File: config.mk
export PLATFORM = sky130hd
export DESIGN_NAME = io_bus_ctrl
export DESIGN_NICKNAME = d
export VERILOG_FILES = /design/src/rtl/io_bus_ctrl.sv
export SDC_FILE = /design/constraint.sdc
export NUM_CORES = 1
export LEC_CHECK = 0
export ABC_AREA = 1
export BUFFER_PORTS_ARGS = -buffer_cell sky130_fd_sc_hd__clkbuf_2
export CAP_MARGIN = 20
export CORE_ASPECT_RATIO = 1.2
export CORE_UTILIZATION = 47
export CTS_CLUSTER_SIZE = 25
export DETAILED_ROUTE_END_ITERATION = 7
export PLACE_DENSITY = 0.8
export SYNTH_ARGS = -nofsm -noshare
export SYNTH_HDL_FRONTEND = slang
export SYNTH_SLANG_ARGS = --single-unit
File: constraint.sdc
create_clock -name clock -period 1.48 [get_ports clock]
set_input_delay 0.296 -clock clock [delete_from_list [all_inputs] [get_ports clock]]
set_output_delay 0.296 -clock clock [all_outputs]
set_load 0.1 [all_outputs]
File: src/rtl/io_bus_ctrl.sv
// I/O bus sequencer: turns a single-cycle CPU I/O access into a req/ack handshake
// with one of NUM_PERIPH peripheral slots, stalling the CPU until it completes.
// Optional macro IO_TIMEOUT_EN aborts a request left unacknowledged for TIMEOUT cycles.
module io_bus_ctrl #(
  parameter int NUM_PERIPH = 4,
  parameter int TIMEOUT    = 255
) (
  input  logic                  clock,
  input  logic                  reset,
  input  logic                  io_read,
  input  logic                  io_write,
  input  logic [9:0]            io_addr,
  input  logic [31:0]           io_wdata,
  output logic [31:0]           io_rdata,
  output logic                  stall,
  output logic                  io_err,
  output logic [NUM_PERIPH-1:0] periph_sel,
  output logic                  periph_req,
  output logic                  periph_we,
  output logic [3:0]            periph_addr,
  output logic [31:0]           periph_wdata,
  input  logic [NUM_PERIPH-1:0] periph_ack,
  input  logic [31:0]           periph_rdata
);

  typedef enum logic [1:0] {
    IDLE,
    REQ,
    DONE
  } state_t;

  state_t state, next_state;

  logic                  access;
  logic                  mapped;
  logic                  ack_hit;
  logic                  timeout_hit;
  logic                  err_q;
  logic [NUM_PERIPH-1:0] sel_dec;

  assign access = io_read | io_write;
  assign mapped = (io_addr[9:8] == 2'b00) && ({1'b0, io_addr[7:4]} < 5'(NUM_PERIPH));

  always_comb begin
    for (int i = 0; i < NUM_PERIPH; i++) begin
      sel_dec[i] = (io_addr[7:4] == 4'(i));
    end
  end

  // periph_sel is one-hot and already registered in REQ, so masking avoids a
  // variable index into a possibly narrower ack vector.
  assign ack_hit = |(periph_ack & periph_sel);

`ifdef IO_TIMEOUT_EN
  localparam int CNT_W = $clog2(TIMEOUT + 1);

  logic [CNT_W-1:0] tmo_cnt;

  // The TIMEOUT-th REQ cycle is the last one; an ack in that cycle still wins.
  assign timeout_hit = (tmo_cnt == CNT_W'(TIMEOUT - 1));

  always_ff @(posedge clock or negedge reset) begin
    if (!reset) begin
      tmo_cnt <= '0;
    end else if (state == IDLE) begin
      tmo_cnt <= '0;
    end else if (state == REQ) begin
      tmo_cnt <= tmo_cnt + 1'b1;
    end
  end
`else
  localparam int unused_timeout = TIMEOUT;

  assign timeout_hit = 1'b0;
`endif

  // State register.
  always_ff @(posedge clock or negedge reset) begin
    if (!reset) begin
      state <= IDLE;
    end else begin
      // NOTE: sequential state is updated with non-blocking assignments so every
      // flop samples pre-edge values regardless of block ordering.
      state <= next_state;
    end
  end

  // Next-state logic.
  always_comb begin
    // NOTE: defaulting every always_comb output first keeps all paths assigned,
    // which is what prevents latch inference.
    next_state = state;
    unique case (state)
      IDLE: if (access) next_state = mapped ? REQ : DONE;
      REQ:  if (ack_hit || timeout_hit) next_state = DONE;
      DONE: next_state = IDLE;
      default: next_state = IDLE;
    endcase
  end

  // Combinational outputs.
  always_comb begin
    stall  = ((state == IDLE) && access) || (state == REQ);
    io_err = (state == DONE) && err_q;
  end

  // Bus-side registers and read-data capture.
  always_ff @(posedge clock or negedge reset) begin
    if (!reset) begin
      periph_req   <= 1'b0;
      periph_sel   <= '0;
      periph_we    <= 1'b0;
      periph_addr  <= '0;
      periph_wdata <= '0;
      io_rdata     <= '0;
      err_q        <= 1'b0;
    end else begin
      unique case (state)
        IDLE: begin
          if (access) begin
            periph_we    <= io_write;
            periph_addr  <= io_addr[3:0];
            periph_wdata <= io_wdata;
            if (mapped) begin
              periph_req <= 1'b1;
              periph_sel <= sel_dec;
              err_q      <= 1'b0;
            end else begin
              err_q <= 1'b1;
              if (!io_write) io_rdata <= '0;
            end
          end
        end
        REQ: begin
          if (ack_hit) begin
            periph_req <= 1'b0;
            periph_sel <= '0;
            err_q      <= 1'b0;
            if (!periph_we) io_rdata <= periph_rdata;
          end else if (timeout_hit) begin
            periph_req <= 1'b0;
            periph_sel <= '0;
            err_q      <= 1'b1;
            if (!periph_we) io_rdata <= '0;
          end
        end
        default: ;
      endcase
    end
  end

endmodule

==> results of run 1 <==
==> cells in the final DEF (no fill, tap or decap) <==
| cell type | Yosys | final |
|---|---|---|
| buf_6 | 1 | 4 |
| nor2_1 | 41 | 40 |
| dfrtp_2 | 0 | 3 |
| inv_1 | 35 | 35 |
| nand2_2 | 1 | 3 |
| nor2_8 | 1 | 1 |
| buf_12 | 0 | 6 |
| clkbuf_8 | 0 | 9 |
| nand3_2 | 1 | 2 |
| or2_1 | 1 | 1 |
| dfrtp_4 | 0 | 4 |
| nand3b_1 | 2 | 2 |
| nand2_1 | 199 | 194 |
| buf_4 | 5 | 84 |
| nand2_8 | 0 | 3 |
| inv_2 | 4 | 2 |
| dlygate4sd3_1 | 0 | 1 |
| a21oi_2 | 0 | 1 |
| clkinv_2 | 0 | 1 |
| bufinv_16 | 0 | 1 |
| clkinv_4 | 0 | 3 |
| nand3_1 | 39 | 38 |
| o21ai_0 | 2 | 2 |
| nand2_4 | 1 | 2 |
| inv_8 | 0 | 2 |
| nor2_4 | 3 | 4 |
| clkbuf_16 | 0 | 2 |
| clkbuf_1 | 0 | 2 |
| dfrtp_1 | 77 | 70 |
| clkbuf_2 | 0 | 81 |
| buf_2 | 12 | 5 |
==> registers in the layout (all words and copies together), names as in the netlist <==
| register | cells |
|---|---|
| periph_req | 1 |
| io_rdata | 32 |
| periph_addr | 4 |
| err_q | 1 |
| periph_wdata | 32 |
| periph_sel | 4 |
| state | 2 |
| periph_we | 1 |
==> kinds of logic (layout without fill, tap and decap cells) <==
family	Yosys count	in the layout
AO/OA/AOI/OAI	3	3
buffers and inverters	59	238
flip-flops	77	77
AND/OR/NAND/NOR	289	290
==> routing by layer <==
layer | track usage (%) | routed length, um | vias up
met5 | 0 | 0 | -
met4 | 11.2 | 216 | 0
met3 | 4.98 | 723 | 21
met2 | 39.5 | 4490 | 176
met1 | 27.9 | 3610 | 1559
li1 | - | - | 1635
==> stage by stage <==
stage	worst slack (ns)	instances	hold WS [ns]	util (%)
floorplan	0.0141	428	0.000409	-
global placement	-0.0139	667	0.207	66.3
detailed placement	-0.104	667	0.203	66.3
CTS	-0.102	688	0.132	70.0
global route	-0.138	695	0.135	71.9
finish	-0.0724	695	0.142	71.9
==> final timing paths <==
| kind | start | to | slack [ns] | depth (start not counted) |
|---|---|---|---|---|
| worst max-delay path | state[1] | stall | -0.07 | 4 |
| worst min-delay path | io_wdata[0] | periph_wdata[0] | 0.14 | 3 |
| worst max register to register | state[1] | io_rdata[27] | -0.07 | 8 |
| worst min register to register | io_rdata[18] | io_rdata[18] | 0.48 | 2 |
| max in group asynchronous | reset | state[1] | 0.56 | 3 |
| min in group asynchronous | reset | io_rdata[2] | 0.38 | 2 |
==> timing repair <==
item	in CTS	in global routing
hold endpoints to repair	18	0
cloned	0	4
pin swaps	5	5
endpoints found under the setup margin	51	44
gates resized for setup	10	15
buffers inserted	5	3
hold buffers	1	0
==> layout make-up <==
| type | instances | area share (%) |
|---|---|---|
| Sequential cell | 77 | 39.0 |
| Timing Repair Buffer | 183 | 25.8 |
| Clock inverter | 5 | 1.23 |
| Clock buffer | 11 | 2.63 |
| Inverter | 39 | 3.23 |
| Multi-Input combinational cell | 293 | 26.0 |
| Tap cell | 87 | 2.18 |
==> worst max-delay path, stage by stage, from the launching register on <==
cell,delay [ns]
dfrtp_2,0.44
nor2_4,0.16
nand2_4,0.09
nand2_8,0.06
buf_12,0.17
==> results.py, run 1 <==
metrics = {
    "drt": {
        "wl_per_cell_um": 13.0,
        "wirelength_um": 9040,
        "drt.antenna.violating_nets": 0,
        "drt-initial-drc-count": 212,
        "dr.pass1.iters": 5,
        "drc": 0,
        "via_per_inst": 4.88,
        "num_vias": 3391,
    },
    "logic_synthesis": {
        "syn_area_mm2": 0.00340,
        "synth_compound_area_share_pct": 0.441,
        "synth_top_cell_by_area": "dfrtp_1",
        "async_reset_ff_share_pct": 100,
        "synth_top_flop_cell": "dfrtp_1",
        "synth_cell_type_count": 19,
        "synth_mux_area_share_pct": 0,
        "ys_ff_latch": 77,
        "synth_top_family_by_area": "simple AND/OR/NAND/NOR gates",
        "synthSimpleGateAreaFrac_pct": 35.2,
        "synth_fa_ha_area_share_pct": 0,
        "synth_top_area_share_pct": 56.6,
        "synth_edf_count": 0,
        "synth_nets": 510,
        "synth-xor-area-share_pct": 0,
        "synth_common_cells": "nand2_1, dfrtp_1, nor2_1",
        "synth.area.top_cells": "dfrtp_1, nand2_1, nand3_1",
        "synth.avg_cell_area_um2": 7.95,
        "postSynthCellCount": 428,
        "ys.warnings.count": 0,
        "seq_area_frac_synth_pct": 56.6,
        "post-synth-top-count-cell": "nand2_1",
    },
    "timing": {
        "worst_pin_slew_ns": 0.538,
        "fin_ws_ns": -0.0724,
        "rsz0062_at_grt": "yes",
        "hold_viol": 0,
        "fin_setup_tns_ns": -0.406,
        "min_period_ns": 1.55,
        "fin_skew_ns": 0.0111,
        "finalSetupViolations": 24,
        "fin_crit_sh_pct": 105,
        "slew_headroom_pct": 64.3,
        "slew_violations": 0,
        "max_freq_mhz": 644,
    },
    "clock_network": {
        "clk_path_buf_depth": 2,
        "htreeDepth": 3,
        "cts-root-buf": "clkbuf_8",
        "worst_skew_pair.late_latency_ns": 0.34,
        "clkSlewWorstSetupHoldPaths_ns": 0.08,
        "cts_buffers": 9,
        "cts.sinks": 77,
        "cts_tree": "built",
    },
    "worst_setup_path": {
        "crit_arrival_ns": 1.26,
        "crit_type": "reg2out",
        "cp-end-kind": "output pin",
        "crit_fanout": 4,
        "cp-start-kind": "register",
        "cp.required_ns": 1.18,
    },
    "global_route": {
        "antenna_found_initial": 0,
        "grt_max_degree": 37,
        "grt_pass1_vias": 3211,
        "grt.overflow.total": 0,
        "grt_usage_pct": 23.2,
        "grt_pass1_wl_um": 13700,
    },
    "floorplan": {
        "io_pins": 158,
        "initial_utilization_pct": 49.1,
        "dieArea_mm2": 0.00759,
        "core-area_mm2": 0.00694,
        "die_h_um": 95.2,
        "chipWidth_um": 79.7,
        "rows": 33,
    },
    "cells_and_area": {
        "nFillCells": 549,
        "multi_input_area_mm2": 0.00129,
        "num_antenna_cells": 0,
        "fin_area_mm2": 0.00499,
        "final_nets": 685,
        "area_growth_pct": 46.6,
        "drive_gt1_share_pct": 36.7,
        "regArea_mm2": 0.00195,
    },
    "hold_path": {
        "hp-class": "in2reg",
    },
    "status": {
        "violations": "negative setup slack",
        "status": "complete, but fails checks",
    },
    "run": {
        "cap_violations": 0,
    },
    "placed_design": {
        "post_dp_cell_area_mm2": 0.00460,
        "io_buffers": 157,
        "gp_congestion": 0.771,
        "place_hpwl_um": 6160,
    },
}
Power of run 1 is not shown: default switching activity piles up to over one toggle a cycle in this logic, so the estimate is an artifact.
==> inputs of run 2 (changes only) <==
ABC_AREA = 0   (was 1)
CORE_UTILIZATION = 44   (was 47)
PLACE_DENSITY = 0.79   (was 0.8)
SKIP_LAST_GASP = 1   (was not set)
==> run 2 against run 1 <==
Against the previous run:
- the flow still finishes with violations (negative setup slack)
- hold slack improved by 0.0061 ns
- via count decreased by 22%
- flip-flop and latch count unchanged
- routed wire length decreased by 14%
==> results.py, run 2 <==
metrics = {
    "status": {
        "status": "complete, but fails checks",
        "violations": "negative setup slack",
    },
    "timing": {
        "max_freq_mhz": 617,
        "slew_headroom_pct": 72.0,
        "finalSetupViolations": 34,
        "rsz0062_at_grt": "yes",
        "worst_pin_slew_ns": 0.419,
        "min_period_ns": 1.62,
        "hold_viol": 0,
        "fin_crit_sh_pct": 110,
        "fin_ws_ns": -0.141,
        "fin_skew_ns": 0.00782,
        "fin_setup_tns_ns": -3.95,
        "slew_violations": 0,
    },
    "drt": {
        "wirelength_um": 7800,
        "wl_per_cell_um": 14.4,
        "drc": 0,
        "via_per_inst": 4.85,
        "drt.antenna.violating_nets": 0,
        "dr.pass1.iters": 4,
        "drt-initial-drc-count": 52,
        "num_vias": 2630,
    },
    "clock_network": {
        "clk_path_buf_depth": 2,
        "htreeDepth": 3,
        "clkSlewWorstSetupHoldPaths_ns": 0.08,
        "cts_buffers": 9,
        "worst_skew_pair.late_latency_ns": 0.33,
        "cts-root-buf": "clkbuf_8",
        "cts.sinks": 77,
        "cts_tree": "built",
    },
    "worst_setup_path": {
        "cp-start-kind": "register",
        "crit-reg2reg-launch": "state[0]",
        "cp-end-kind": "output pin",
        "crit_fanout": 5,
        "crit_type": "reg2out",
        "crit_path_start": "state[1]",
        "crit_arrival_ns": 1.33,
        "cp.required_ns": 1.18,
    },
    "pwr": {
        "ir_drop_mv": 0.657,
        "p_leak_nw": 2.57,
        "power.density_mw_per_mm2": 1030,
    },
    "global_route": {
        "grt_max_degree": 43,
        "antenna_found_initial": 0,
        "grt_pass1_vias": 2668,
        "grt_usage_pct": 22.9,
        "grt.overflow.total": 0,
        "grt_pass1_wl_um": 12400,
    },
    "cells_and_area": {
        "num_antenna_cells": 0,
        "biggestRegsByFlops": "io_rdata x32, periph_wdata x32",
        "fin_util_pct": 73.2,
        "nFillCells": 435,
        "final_cells": 542,
        "final_common_cell": "nand2_1",
        "mostFrequentLayoutCells": "nand2_1, buf_4, clkbuf_2, dfrtp_1, a22o_1",
        "drive_gt1_share_pct": 49.5,
        "final_nets": 534,
        "area_growth_pct": 59.4,
    },
    "logic_synthesis": {
        "syn_area_mm2": 0.00296,
        "synth_nets": 346,
        "postSynthCellCount": 264,
        "synth.area.top_cells": "dfrtp_1, nand2_1, a22o_1",
        "post-synth-top-count-cell": "nand2_1",
        "async_reset_ff_share_pct": 100,
        "seq_area_frac_synth_pct": 65.1,
        "synth_top_cell_by_area": "dfrtp_1",
        "ys_ff_latch": 77,
        "synth_edf_count": 0,
        "ys.warnings.count": 0,
        "synth_cell_type_count": 25,
        "synth_top_flop_cell": "dfrtp_1",
        "synth_top_area_share_pct": 65.1,
        "synth_common_cells": "nand2_1, dfrtp_1, a22o_1",
        "synth.avg_cell_area_um2": 11.2,
    },
    "hold_path": {
        "min-delay-start": "io_wdata[9]",
        "hp-class": "in2reg",
    },
    "run": {
        "cap_violations": 0,
    },
    "placed_design": {
        "gp_congestion": 0.759,
        "place_hpwl_um": 5320,
        "io_buffers": 157,
        "dp_cells": 510,
    },
    "floorplan": {
        "dieArea_mm2": 0.00706,
        "io_pins": 158,
        "die_h_um": 91.9,
        "rows": 32,
        "chipWidth_um": 76.9,
        "initial_utilization_pct": 45.9,
        "core-area_mm2": 0.00645,
    },
}
==> run 2: cell count changes after synthesis, sizes merged, moves of 7 or more <==
cell	change
nand3	-40
inv	-38
nor2	-42
nand2	-88
buf	-7
a22o	+34
==> run 2: what timing repair did <==
item	4_1_cts	5_1_grt
endpoints found under the setup margin	34	40
buffers inserted	12	2
endpoints found under the hold margin	42	0
resized for setup	8	7
cloned	1	0
pin swaps	5	2
hold buffers	1	0
==> run 2: power by group <==
group          internal [mW]  leakage (nW)  switching (mW)  total [mW]
clock                   1.12         0.116           0.746        1.87
combinational          0.195          1.46           0.616       0.810
sequential              2.17         0.997          0.0364        2.20
==> run 2: kinds of logic after synthesis <==
logic type	Yosys count	share of synthesized area (%)
buf+inv	15	3.09
compound gates	48	14.5
flops	77	65.1
simple gates	124	17.3
==> run 2: through the flow <==
step / hold WS (ns) / setup WS (ns) / total power, mW / instance area, um2
global placement: 0.276 / -0.320 / 3.05 / 4260
global route: 0.139 / -0.228 / 5.05 / 4720
detailed placement: 0.280 / -0.428 / 3.05 / 4260
CTS: 0.128 / -0.157 / 4.94 / 4680
finish: 0.148 / -0.141 / 4.88 / 4720
floorplan: 0.000409 / -0.0541 / 2.76 / 2990
==> run 2: routing by layer <==
layer	track usage (%)	up-vias	wire, um
met5	0	-	0
met4	10.9	0	221
met2	37.8	136	3670
met3	6.37	19	622
li1	-	1267	-
met1	27.6	1208	3290
==> run 2: path summary, 6_finish.rpt <==
check,endpoint,slack [ns],cells after the start
setup / recovery,stall,-0.14,5
hold / removal,periph_wdata[9],0.15,3
setup reg to reg,io_rdata[1],-0.13,6
hold reg to reg,periph_wdata[17],0.48,2
max in group asynchronous,io_rdata[4],0.58,3
min in group asynchronous,io_rdata[5],0.49,3
==> run 2: layout make-up <==
cell class                      instances  area (um2)  share of cell area, %
Timing Repair Buffer                  190        1390                   29.5
Tap cell                               85         106                   2.25
Multi-Input combinational cell        173        1030                   21.9
Sequential cell                        77        1940                   41.2
Clock inverter                          6         111                   2.36
Clock buffer                           10         128                   2.70
Inverter                                1        3.75                 0.0795
==> run 2: worst max-delay path, cell delays in order, from the launching register on <==
cell	delay, ns
dfrtp_1	0.40
buf_6	0.14
nor2_4	0.13
o21ai_4	0.09
nand2_8	0.06
buf_12	0.16
(Power assumes the default switching activity.)
